## src/rtl/dma_pkg.sv

```systemverilog
// Shared definitions for the DMA address-generator family: FSM encoding,
// default widths and s_last bit positions.
package dma_pkg;
  typedef enum logic {
    ST_IDLE = 1'b0,
    ST_RUN  = 1'b1
  } dma_state_e;

  localparam int DMA_AW  = 14;
  localparam int DMA_STW = 8;

  localparam int LAST_D0  = 0;
  localparam int LAST_D1  = 1;
  localparam int LAST_ALL = 2;
endpackage

```

## src/rtl/dma_dim_cnt.sv

```systemverilog
// One dimension index counter: cleared by load, stepped by inc, and wrapped
// back to zero when stepped at its terminal count.
module dma_dim_cnt #(
  parameter int SW = 7
) (
  input  logic          clk,
  input  logic          rst_n,
  input  logic          load,
  input  logic          inc,
  input  logic [SW-1:0] size,
  output logic [SW-1:0] cnt,
  output logic          at_end
);
  logic [SW-1:0] cnt_q, cnt_d;

  assign at_end = (cnt_q == size);
  assign cnt    = cnt_q;

  always_comb begin
    cnt_d = cnt_q;
    if (load)
      cnt_d = '0;
    else if (inc)
      cnt_d = at_end ? '0 : cnt_q + 1'b1;
  end

  always_ff @(posedge clk or negedge rst_n) begin
    if (!rst_n)
      cnt_q <= '0;
    else
      cnt_q <= cnt_d;
  end
endmodule

```

## src/rtl/dma_dim3.sv

```systemverilog
// Three-dimensional DMA address generator: accepts one descriptor, then emits
// one address per accepted beat walking dim0, dim1, dim2 with signed steps.
module dma_dim3
  import dma_pkg::*;
#(
  parameter int AW  = DMA_AW,
  parameter int SW0 = 7,
  parameter int SW1 = 5,
  parameter int SW2 = 5,
  parameter int STW = DMA_STW
) (
  input  logic           clk,
  input  logic           rst_n,
  input  logic [AW-1:0]  base,
  input  logic [SW0-1:0] dim0_size,
  input  logic [STW-1:0] dim0_step,
  input  logic [SW1-1:0] dim1_size,
  input  logic [STW-1:0] dim1_step,
  input  logic [SW2-1:0] dim2_size,
  input  logic [STW-1:0] dim2_step,
  input  logic           start_valid,
  output logic           start_ready,
  input  logic           abort,
  output logic [AW-1:0]  s_addr,
  output logic           s_first,
  output logic [2:0]     s_last,
  output logic           s_valid,
  input  logic           s_ready,
  output logic           busy
);
  dma_state_e     state_q;
  logic           start_ready_q, s_valid_q, busy_q, first_q;
  logic [AW-1:0]  addr_q, row_q, plane_q;
  logic [AW-1:0]  step0_q, step1_q, step2_q;
  logic [SW0-1:0] size0_q;
  logic [SW1-1:0] size1_q;
  logic [SW2-1:0] size2_q;

  logic           start_fire, beat;
  logic           at0, at1, at2;
  logic [SW0-1:0] i0;
  logic [SW1-1:0] i1;
  logic [SW2-1:0] i2;
  logic [AW-1:0]  row_next, plane_next;

  assign start_fire = (state_q == ST_IDLE) && start_valid;
  assign beat       = s_valid_q && s_ready;
  assign row_next   = row_q + step1_q;
  assign plane_next = plane_q + step2_q;

  dma_dim_cnt #(.SW(SW0)) u_cnt0 (
    .clk(clk), .rst_n(rst_n), .load(start_fire), .inc(beat),
    .size(size0_q), .cnt(i0), .at_end(at0)
  );
  dma_dim_cnt #(.SW(SW1)) u_cnt1 (
    .clk(clk), .rst_n(rst_n), .load(start_fire), .inc(beat && at0),
    .size(size1_q), .cnt(i1), .at_end(at1)
  );
  dma_dim_cnt #(.SW(SW2)) u_cnt2 (
    .clk(clk), .rst_n(rst_n), .load(start_fire), .inc(beat && at0 && at1),
    .size(size2_q), .cnt(i2), .at_end(at2)
  );

  // Flags are forced low outside RUN so IDLE never shows stale terminal counts.
  always_comb begin
    s_last           = '0;
    s_last[LAST_D0]  = s_valid_q && at0;
    s_last[LAST_D1]  = s_valid_q && at0 && at1;
    s_last[LAST_ALL] = s_valid_q && at0 && at1 && at2;
  end

  assign start_ready = start_ready_q;
  assign s_valid     = s_valid_q;
  assign busy        = busy_q;
  assign s_first     = first_q;
  assign s_addr      = addr_q;

  always_ff @(posedge clk or negedge rst_n) begin
    if (!rst_n) begin
      state_q       <= ST_IDLE;
      start_ready_q <= 1'b1;
      s_valid_q     <= 1'b0;
      busy_q        <= 1'b0;
      first_q       <= 1'b0;
      addr_q        <= '0;
      row_q         <= '0;
      plane_q       <= '0;
      step0_q       <= '0;
      step1_q       <= '0;
      step2_q       <= '0;
      size0_q       <= '0;
      size1_q       <= '0;
      size2_q       <= '0;
    end else begin
      case (state_q)
        ST_IDLE: begin
          if (start_valid) begin
            state_q       <= ST_RUN;
            start_ready_q <= 1'b0;
            s_valid_q     <= 1'b1;
            busy_q        <= 1'b1;
            first_q       <= 1'b1;
            addr_q        <= base;
            row_q         <= base;
            plane_q       <= base;
            step0_q       <= AW'($signed(dim0_step));
            step1_q       <= AW'($signed(dim1_step));
            step2_q       <= AW'($signed(dim2_step));
            size0_q       <= dim0_size;
            size1_q       <= dim1_size;
            size2_q       <= dim2_size;
          end
        end
        ST_RUN: begin
          if (beat) begin
            first_q <= 1'b0;
            if (!at0) begin
              addr_q <= addr_q + step0_q;
            end else if (!at1) begin
              addr_q <= row_next;
              row_q  <= row_next;
            end else if (!at2) begin
              addr_q  <= plane_next;
              row_q   <= plane_next;
              plane_q <= plane_next;
            end
          end
          if (abort || (beat && at0 && at1 && at2)) begin
            state_q       <= ST_IDLE;
            start_ready_q <= 1'b1;
            s_valid_q     <= 1'b0;
            busy_q        <= 1'b0;
          end
        end
        default: state_q <= ST_IDLE;
      endcase
    end
  end
endmodule

```

## config.mk

```make
export PLATFORM = sky130hd
export DESIGN_NAME = dma_dim3
export DESIGN_NICKNAME = d
export VERILOG_FILES = /design/src/rtl/dma_pkg.sv /design/src/rtl/dma_dim_cnt.sv /design/src/rtl/dma_dim3.sv
export SDC_FILE = /design/constraint.sdc
export NUM_CORES = 1
export LEC_CHECK = 0
export BUFFER_PORTS_ARGS = -buffer_cell sky130_fd_sc_hd__buf_2
export CAP_MARGIN = 20
export CORE_ASPECT_RATIO = 1.2
export CORE_MARGIN = 1.5
export CORE_UTILIZATION = 30
export CTS_BUF_LIST = sky130_fd_sc_hd__clkbuf_4 sky130_fd_sc_hd__clkbuf_8 sky130_fd_sc_hd__clkbuf_16
export CTS_CLUSTER_DIAMETER = 150
export DETAILED_ROUTE_END_ITERATION = 16
export RECOVER_POWER = 25
export SETUP_SLACK_MARGIN = 0.02
export SYNTH_ARGS = -nofsm -noshare
export SYNTH_HDL_FRONTEND = slang
export SYNTH_HIERARCHICAL = 1
export SYNTH_SLANG_ARGS = --single-unit
```

## constraint.sdc

```tcl
create_clock -name clk -period 3.8 [get_ports clk]
set_clock_uncertainty 0.2 [all_clocks]
set_input_delay 0.38 -clock clk [delete_from_list [all_inputs] [get_ports clk]]
set_output_delay 0.38 -clock clk [all_outputs]
set_load 0.1 [all_outputs]
```

==> results by group, run 1 <==
Status
  – Run status: finished with violations
  – Failing checks: max-capacitance violations, max-slew violations

Placement
  – Hpwl dp: 14,700 um
  – Routability cong.: 0.858
  – DP Area: 7770 um^2
  – DP Worst Slack: 0.641 ns
  – IO buf count: 80

Route
  – Total Wirelength: 19,300 um
  – DRT Pass-1 Iters: 4
  – DR vias/cell: 5.07
  – Wire per inst: 15.8 um
  – Starting DRT DRC Count: 336
  – Antenna-violating nets left: 0
  – DR vias: 6,176
  – Final routed DRC violation total: 0

Logic synthesis
  – Cell taking the most area after synthesis: dfrtp_1
  – Main combinational cell family by area after synthesis: compound AO/OA/AOI/OAI gates
  – Synth Warn #: 6
  – EDFF count, synth: 0
  – Cells after Synth: 824
  – Mux contribution to synthesized area: 0.0276
  – Synth cell types: 74
  – Post-synthesis register bit count: 104
  – Most used flip-flop cell after synthesis: dfrtp_1
  – Synth Net Count: 929
  – Synth Area per Inst: 8.52 um^2
  – Synth top area cells: dfrtp_1 (37%), nand2_1 (10%), ha_1 (7.5%)
  – Seq/Total Area, Yosys: 0.371
  – Ys async rst share: 1.00
  – Simple-Gate Fraction of Synth Area: 0.206
  – Post-synthesis adder-cell area fraction: 0.0834
  – Post-synthesis compound-gate area fraction: 0.218
  – XOR/XNOR Fraction of Synth Area: 0.0683
  – Top cell type's share of synthesized area: 0.367
  – Post-Synthesis Cell Area: 7020 um^2

Clock tree
  – Worst-path clk slew: 0.07 ns
  – Hold Buf Count CTS: 4
  – Post-CTS Resized: 0
  – Total number of H-tree levels: 3
  – Clock Path Buffers: 2
  – Postcts setup bufs: 0
  – CTS sink count: 104
  – TritonCTS clock tree: built
  – CTS Buf Count: 9
  – Clk root buf: clkbuf_16
  – Worst-Skew Late Latency: 0.36 ns

Job
  – Max Cap Viol: 1

Setup path
  – Worst setup EP type: primary output
  – CP Data Required Time: 3.22 ns
  – CP Max Fanout: 15
  – Slowest stage cell, crit path: dfrtp_1
  – Critical Path Source Type: flop
  – Crit-path leading delay family: simple AND/OR/NAND/NOR gates
  – Worst path bufs/invs: 2
  – Crit path DAT: 2.73 ns
  – Crit path cell chain: xor2_1, nor2_1, and2_2, buf_4, and3_1, and2_1, buf_2
  – Max stage delay on crit path: 0.43 ns
  – Setup CP Type: reg2out

Timing
  – RSZ-0062 raised after global routing: false
  – Final hold vios: 0
  – Final worst-path cycle share: 0.872
  – Relative slew slack: -0.105
  – Sum Neg Setup Slack: 0 ns
  – Worst hold slack: 0.0121 ns
  – Final worst setup slack: 0.487 ns
  – Max frequency: 302 MHz
  – Actual slew at the worst max-slew pin: 1.66 ns
  – Minimum clock period: 3.31 ns
  – Final setup violation count: 0
  – Max Slew Vio Count: 62

Global routing
  – Initial antenna violation count: 3
  – GR Layer Usage met2: 0.277
  – GRT overflow: 0
  – First-pass GRT wire length: 31,100 um
  – Vias in the first global route: 6,096
  – Largest net degree at the start of global routing: 68
  – Global route hottest layer: met2
  – Met3 Track Usage GR: 0.0344
  – Global Route Usage Sum: 0.163
  – GR Layer Usage met1: 0.204

Power and ir drop
  – Power Dens Cells: 832 nW/um^2
  – Worst VDD drop: 0.295 mV
  – Leakage: 3.73 nW

Floorplanning
  – Io pins: 81
  – Row count: 61
  – DIE AREA: 24,300 um^2
  – Initial Util: 0.305
  – Die H: 171 um
  – Die Span X: 143 um
  – Core area: 23,000 um^2

Final layout
  – Area Growth Syn to Fin: 15.6%
  – Post-route cell area: 8120 um^2
  – Fraction of layout instances using a drive strength above 1: 0.149
  – Fin nets: 1,002
  – Fill count: 2,453

Worst hold path
  – Type of the worst min-delay path: in2reg
[synthesized netlist by cell type (8+ instances only)]
cell type / number
xor2_1: 23
xnor2_1: 28
nand2_1: 188
nor2_1: 56
a31oi_1: 12
a21o_1: 11
o211ai_1: 9
o21a_1: 8
o21ai_0: 61
nand3_1: 14
a211oi_1: 15
dfrtp_1: 103
a21oi_1: 50
clkbuf_1: 21
inv_1: 14
o21bai_1: 9
nor2b_1: 10
mux2i_1: 16
and2_1: 9
ha_1: 42
[stage by stage]
stage | util | std cells | power (mW)
after floorplan | - | 824 | 4.86
after global placement | 0.337 | 1196 | 5.76
after detailed placement | 0.337 | 1196 | 5.80
after CTS | 0.352 | 1215 | 6.80
after global routing | 0.352 | 1216 | 7.27
final | 0.352 | 1218 | 6.75
[worst reg2reg max path: stages (launching register included)]
cell and delay [ns]:
dfrtp_1 0.38, ha_1 0.23, fa_1 0.43, a211oi_1 0.42
o211ai_1 0.24, a41oi_1 0.31, xor2_1 0.34, nor2_1 0.07
o21ai_0 0.22, nand2_1 0.07
[final cells by class]
cell class | instances | area (um^2) | area share
flip-flops and latches | 104 | 2600 | 0.321
clock buffers | 10 | 233 | 0.0287
multi-input cells | 674 | 4240 | 0.522
clock inverters | 5 | 63.8 | 0.00786
inverters | 14 | 52.6 | 0.00648
repair buffers | 94 | 528 | 0.0651
well taps | 315 | 394 | 0.0486
diodes | 2 | 5.00 | 0.000617
[final timing paths]
path | slack [ns] | cells past startpoint | start | endpoint
setup / recovery | 0.49 | 7 | u_cnt1/cnt[0] | s_last[2]
hold / removal | 0.01 | 3 | dim0_step[6] | step0_q[6]
setup reg to reg | 0.78 | 9 | plane_q[0] | plane_q[10]
hold reg to reg | 0.27 | 2 | start_ready | start_ready
max in group asynchronous | 1.63 | 2 | rst_n | plane_q[13]
min in group asynchronous | 0.78 | 2 | rst_n | size1_q[0]
[layer usage]
layer | routed length (um) | vias to the layer above | part of all wire
met2 | 9460 | 138 | 0.49
met1 | 8370 | 2920 | 0.43
met3 | 968 | 32 | 0.050
met5 | 7 | - | 0.00036
met4 | 437 | 2 | 0.023
li1 | - | 3084 | -
[power breakdown]
group          internal (mW)  leakage (nW)  switching [mW]  total (mW)
Clock                  0.521         0.143           0.436       0.957
Combinational           1.40          2.30            2.60        4.00
Sequential              1.45          1.28           0.336        1.79
Total                   3.38          3.73            3.37        6.75
[state kept, by name, indices dropped and copies added (netlist names), 7 cells and up]
| register | count |
|---|---|
| step0_q | 8 |
| row_q | 14 |
| u_cnt0/cnt | 7 |
| plane_q | 14 |
| size0_q | 7 |
| step1_q | 8 |
| step2_q | 8 |
| s_addr | 14 |
[cells by family after synthesis]
| kind of cell | after synthesis |
|---|---|
| AOI/OAI and AO/OA | 230 |
| DFF | 104 |
| muxes | 19 |
| buffers and inverters | 46 |
| adders and majority gates | 45 |
| xor gates and xnor gates | 53 |
| and+or+nand+nor | 327 |
[layout by cell type, fill, tap and decap left out, types with 4 or more instances in the layout]
cell type,synthesis,layout
nand2_1,188,188
dfrtp_1,103,103
buf_2,5,79
o21ai_0,61,61
nor2_1,56,56
a21oi_1,50,50
ha_1,42,42
xnor2_1,28,28
xor2_1,23,23
mux2i_1,16,16
a211oi_1,15,15
nand3_1,14,14
inv_1,14,13
a31oi_1,12,12
a21o_1,11,11
nor2b_1,10,10
and2_1,9,9
o21bai_1,9,9
o211ai_1,9,9
clkbuf_16,0,9
buf_4,1,9
o21a_1,8,8
o31ai_1,7,7
nor3_1,7,7
nand4_1,6,6
and3_1,5,5
nor4_1,4,4
a221oi_1,4,4
o221ai_1,4,4
dlygate4sd3_1,0,4
o311ai_0,4,4
a311oi_1,4,4
or2b_1,4,4
Note: power is estimated with default switching activity, not from simulation.
==> run 2: changes to the inputs <==
SYNTH_HIERARCHICAL = unset   (was 1)
==> run 2 against run 1 <==
Non-clock buffer count increased by 21. Combinational power is 12% lower. The run ends with design-rule violations, max-capacitance violations, max-slew violations left. Utilization rose by 1.2 points. Die area shrank 4.9%. Via count shrank 6.6%. Sequential share of layout area increased by 0.80 points. Global-route usage fell by 0.15 points. Critical path depth is 1 lower. Synthesized cell count fell by 4.9%. Power is 8.3% lower. Synthesized area decreased by 5.0%.
==> results by group, run 2 <==
Timing
  – Actual slew at the worst max-slew pin: 1.55 ns (-0.103 ns)
  – Final worst-path cycle share: 0.781 (-0.0906)
  – RSZ-0062 raised after global routing: false
  – Final setup violation count: 0 (unchanged)
  – Sum Neg Setup Slack: 0 ns (unchanged)
  – Minimum clock period: 2.97 ns (-0.344 ns)
  – Max frequency: 337 MHz (+12%)
  – Max Slew Vio Count: 59 (-4.8%)
  – Relative slew slack: -0.0362 (+0.0684)
  – Final hold vios: 0 (unchanged)

Floorplanning
  – Core area: 21,800 um^2 (-5.5%)
  – Initial Util: 0.306 (+0.00153)
  – Die Span X: 139 um (-2.5%)
  – Row count: 59 (-3.3%)
  – Die H: 166 um (-2.5%)
  – Io pins: 81 (unchanged)
  – DIE AREA: 23,100 um^2 (-4.9%)

Final layout
  – Fraction of layout instances using a drive strength above 1: 0.145 (-0.00360)
  – Area Growth Syn to Fin: 18.8%
  – Post-route cell area: 7920 um^2 (-2.4%)
  – Commonest cells after routing, fill and taps aside: nand2_1 (190), dfrtp_1 (102), buf_2 (79)
  – Commonest non-fill, non-tap cell in the layout: nand2_1
  – Fin nets: 982 (-2.0%)
  – Antenna diode count: 0 (-2)

Logic synthesis
  – Ys async rst share: 1.00 (unchanged)
  – Post-Synthesis Cell Area: 6670 um^2 (-5.0%)
  – Post-synthesis register bit count: 104 (unchanged)
  – Top cell type's share of synthesized area: 0.387 (+0.0195)
  – Synth Warn #: 0 (-6)
  – Synth Area per Inst: 8.50 um^2 (-0.20%)
  – EDFF count, synth: 0 (unchanged)
  – Synth top cells by count: nand2_1 (191), dfrtp_1 (103), a21oi_1 (58)
  – Synth top area cells: dfrtp_1 (39%), nand2_1 (11%), ha_1 (7.9%)
  – Cells after Synth: 784 (-4.9%)
  – Most common cell in the netlist: nand2_1
  – Synth cell types: 62 (-16%)
  – Synth Net Count: 889 (-4.3%)
  – Seq/Total Area, Yosys: 0.391 (+0.0197)
  – Cell taking the most area after synthesis: dfrtp_1
  – Most used flip-flop cell after synthesis: dfrtp_1

Global routing
  – GRT overflow: 0 (unchanged)
  – Largest net degree at the start of global routing: 60 (-12%)
  – Global Route Usage Sum: 0.161 (-0.00148)
  – First-pass GRT wire length: 29,800 um (-4.0%)
  – Initial antenna violation count: 1 (-2)
  – Vias in the first global route: 5,897 (-3.3%)

Clock tree
  – Worst-path clk slew: 0.08 ns (about the same)
  – Post-CTS Resized: 0 (unchanged)
  – Total number of H-tree levels: 3 (unchanged)
  – CTS sink count: 104 (unchanged)
  – Postcts setup bufs: 0 (unchanged)
  – Clock Path Buffers: 2 (unchanged)
  – CTS Buf Count: 9 (unchanged)
  – TritonCTS clock tree: built
  – Worst-Skew Late Latency: 0.37 ns (about the same)
  – Clk root buf: clkbuf_16

Route
  – DR vias/cell: 4.99 (-1.6%)
  – Antenna-violating nets left: 0 (unchanged)
  – Total Wirelength: 17,900 um (-7.2%)
  – Starting DRT DRC Count: 270 (-20%)
  – Final routed DRC violation total: 4 (+4)
  – DR vias: 5,767 (-6.6%)
  – Wire per inst: 15.5 um (-2.2%)
  – DRT Pass-1 Iters: 10 (+6)

Setup path
  – Crit path DAT: 2.39 ns (-0.34 ns)
  – CP Max Fanout: 11 (-4)
  – Setup CP Type: reg2out
  – Critical Path Source Type: flop
  – Worst setup EP type: primary output
  – CP Data Required Time: 3.22 ns (about the same)

Power and ir drop
  – Comb pwr share: 0.568 (-0.025)
  – Worst VDD drop: 0.274 mV (-7.3%)
  – Share of power burned in registers: 0.276 (+0.011)
  – Sw frac: 0.488 (-0.0110)
  – Leakage: 3.81 nW (+2.3%)
  – Internal power: 3.17 mW (-6.3%)
  – Final Power: 6.19 mW (-8.3%)
  – Power Dens Cells: 781 nW/um^2 (-6.1%)
  – Share of power burned in the clock network: 0.156 (+0.014)
  – Sw Pwr: 3.02 mW (-10%)

Status
  – Failing checks: design-rule violations, max-capacitance violations, max-slew violations
  – Run status: finished with violations

Placement
  – Routability cong.: 0.889 (+3.6%)
  – DP Area: 7390 um^2 (-4.9%)
  – IO buf count: 80 (unchanged)
  – Hpwl dp: 13,200 um (-10%)

Worst hold path
  – Type of the worst min-delay path: in2reg

Job
  – Max Cap Viol: 1 (unchanged)
run 2: changes by cell type in the layout (fill, tap and decap cells not counted), sizes merged, moves of 6 or more:
| cell | change |
|---|---|
| o21ai | -6 |
| a21oi | +8 |
| xnor2 | +6 |
| nor3 | +7 |
| nor2 | -6 |
| dlygate4sd3 | +20 |
| a211oi | -11 |
| and2 | -7 |
| o21a | -6 |
run 2: final cells by class:
| type | instances | area (um^2) |
|---|---|---|
| clock inverter | 7 | 71.3 |
| fill | 2244 | 13900 |
| clock buffer | 9 | 225 |
| timing repair buffer | 115 | 736 |
| tap | 274 | 343 |
| inverter | 8 | 30.0 |
| sequential | 104 | 2610 |
| multi-input combinational | 639 | 3910 |
run 2: path summary, 6_finish.rpt:
kind,from,to,slack (ns),cells past startpoint
min reg2reg,step1_q[0],step1_q[0],0.29,2
max,u_cnt0.cnt[4],s_last[2],0.83,6
min,dim2_step[3],step2_q[3],0.004,3
max in group asynchronous,rst_n,state_q,1.63,2
min in group asynchronous,rst_n,step2_q[2],0.73,2
max reg2reg,row_q[0],s_addr[10],0.91,10
run 2: what timing repair did:
item,4_1_cts,5_1_grt
hold endpoints to repair,80,0
endpoints found under the setup margin,0,0
hold buffers,24,0
run 2: cells by family after synthesis:
kind of cell | share of synthesized area
buffers and inverters | 0.0257
AOI/OAI and AO/OA | 0.183
muxes | 0.0276
DFF | 0.391
adders and majority gates | 0.0879
and+or+nand+nor | 0.210
xor gates and xnor gates | 0.0749
run 2: power by group through the flow:
| stage | Combinational (mW) | Sequential, mW | Clock [mW] |
|---|---|---|---|
| 2_1_floorplan | 2.24 | 2.24 | 0 |
| 3_3_place_gp | 3.47 | 1.73 | 0 |
| 3_5_place_dp | 3.51 | 1.73 | 0 |
| 4_1_cts | 3.55 | 1.71 | 0.989 |
| 5_1_grt | 3.90 | 1.75 | 1.04 |
| 6_report | 3.52 | 1.71 | 0.965 |
run 2: per-layer routing:
layer | track usage | wire length, um | share of wire | vias to the layer above
met4 | 0.0513 | 313 | 0.018 | 0
met5 | 0 | 0 | 0 | -
met1 | 0.198 | 8060 | 0.45 | 2725
li1 | - | - | - | 2916
met3 | 0.0303 | 644 | 0.036 | 22
met2 | 0.283 | 8850 | 0.50 | 104
run 2: metrics by stage:
step | utilization | setup WS, ns | hold slack (ns) | std cells
after detailed placement | 0.339 | 0.906 | 0.274 | 1116
after CTS | 0.364 | 0.806 | 0.000531 | 1156
after global routing | 0.364 | 0.648 | 0.00794 | 1156
final | 0.364 | 0.831 | 0.00389 | 1156
after floorplan | - | 0.232 | -0.116 | 784
after global placement | 0.339 | 0.962 | 0.268 | 1116
run 2: worst max-delay path, cell delays in order, from the launching register on:
cell and delay, ns:
dfrtp_1 0.45, xor2_1 0.18, nor3_1 0.32, nand2_2 0.25, nor3_4 0.24, and2_1 0.15
buf_2 0.42
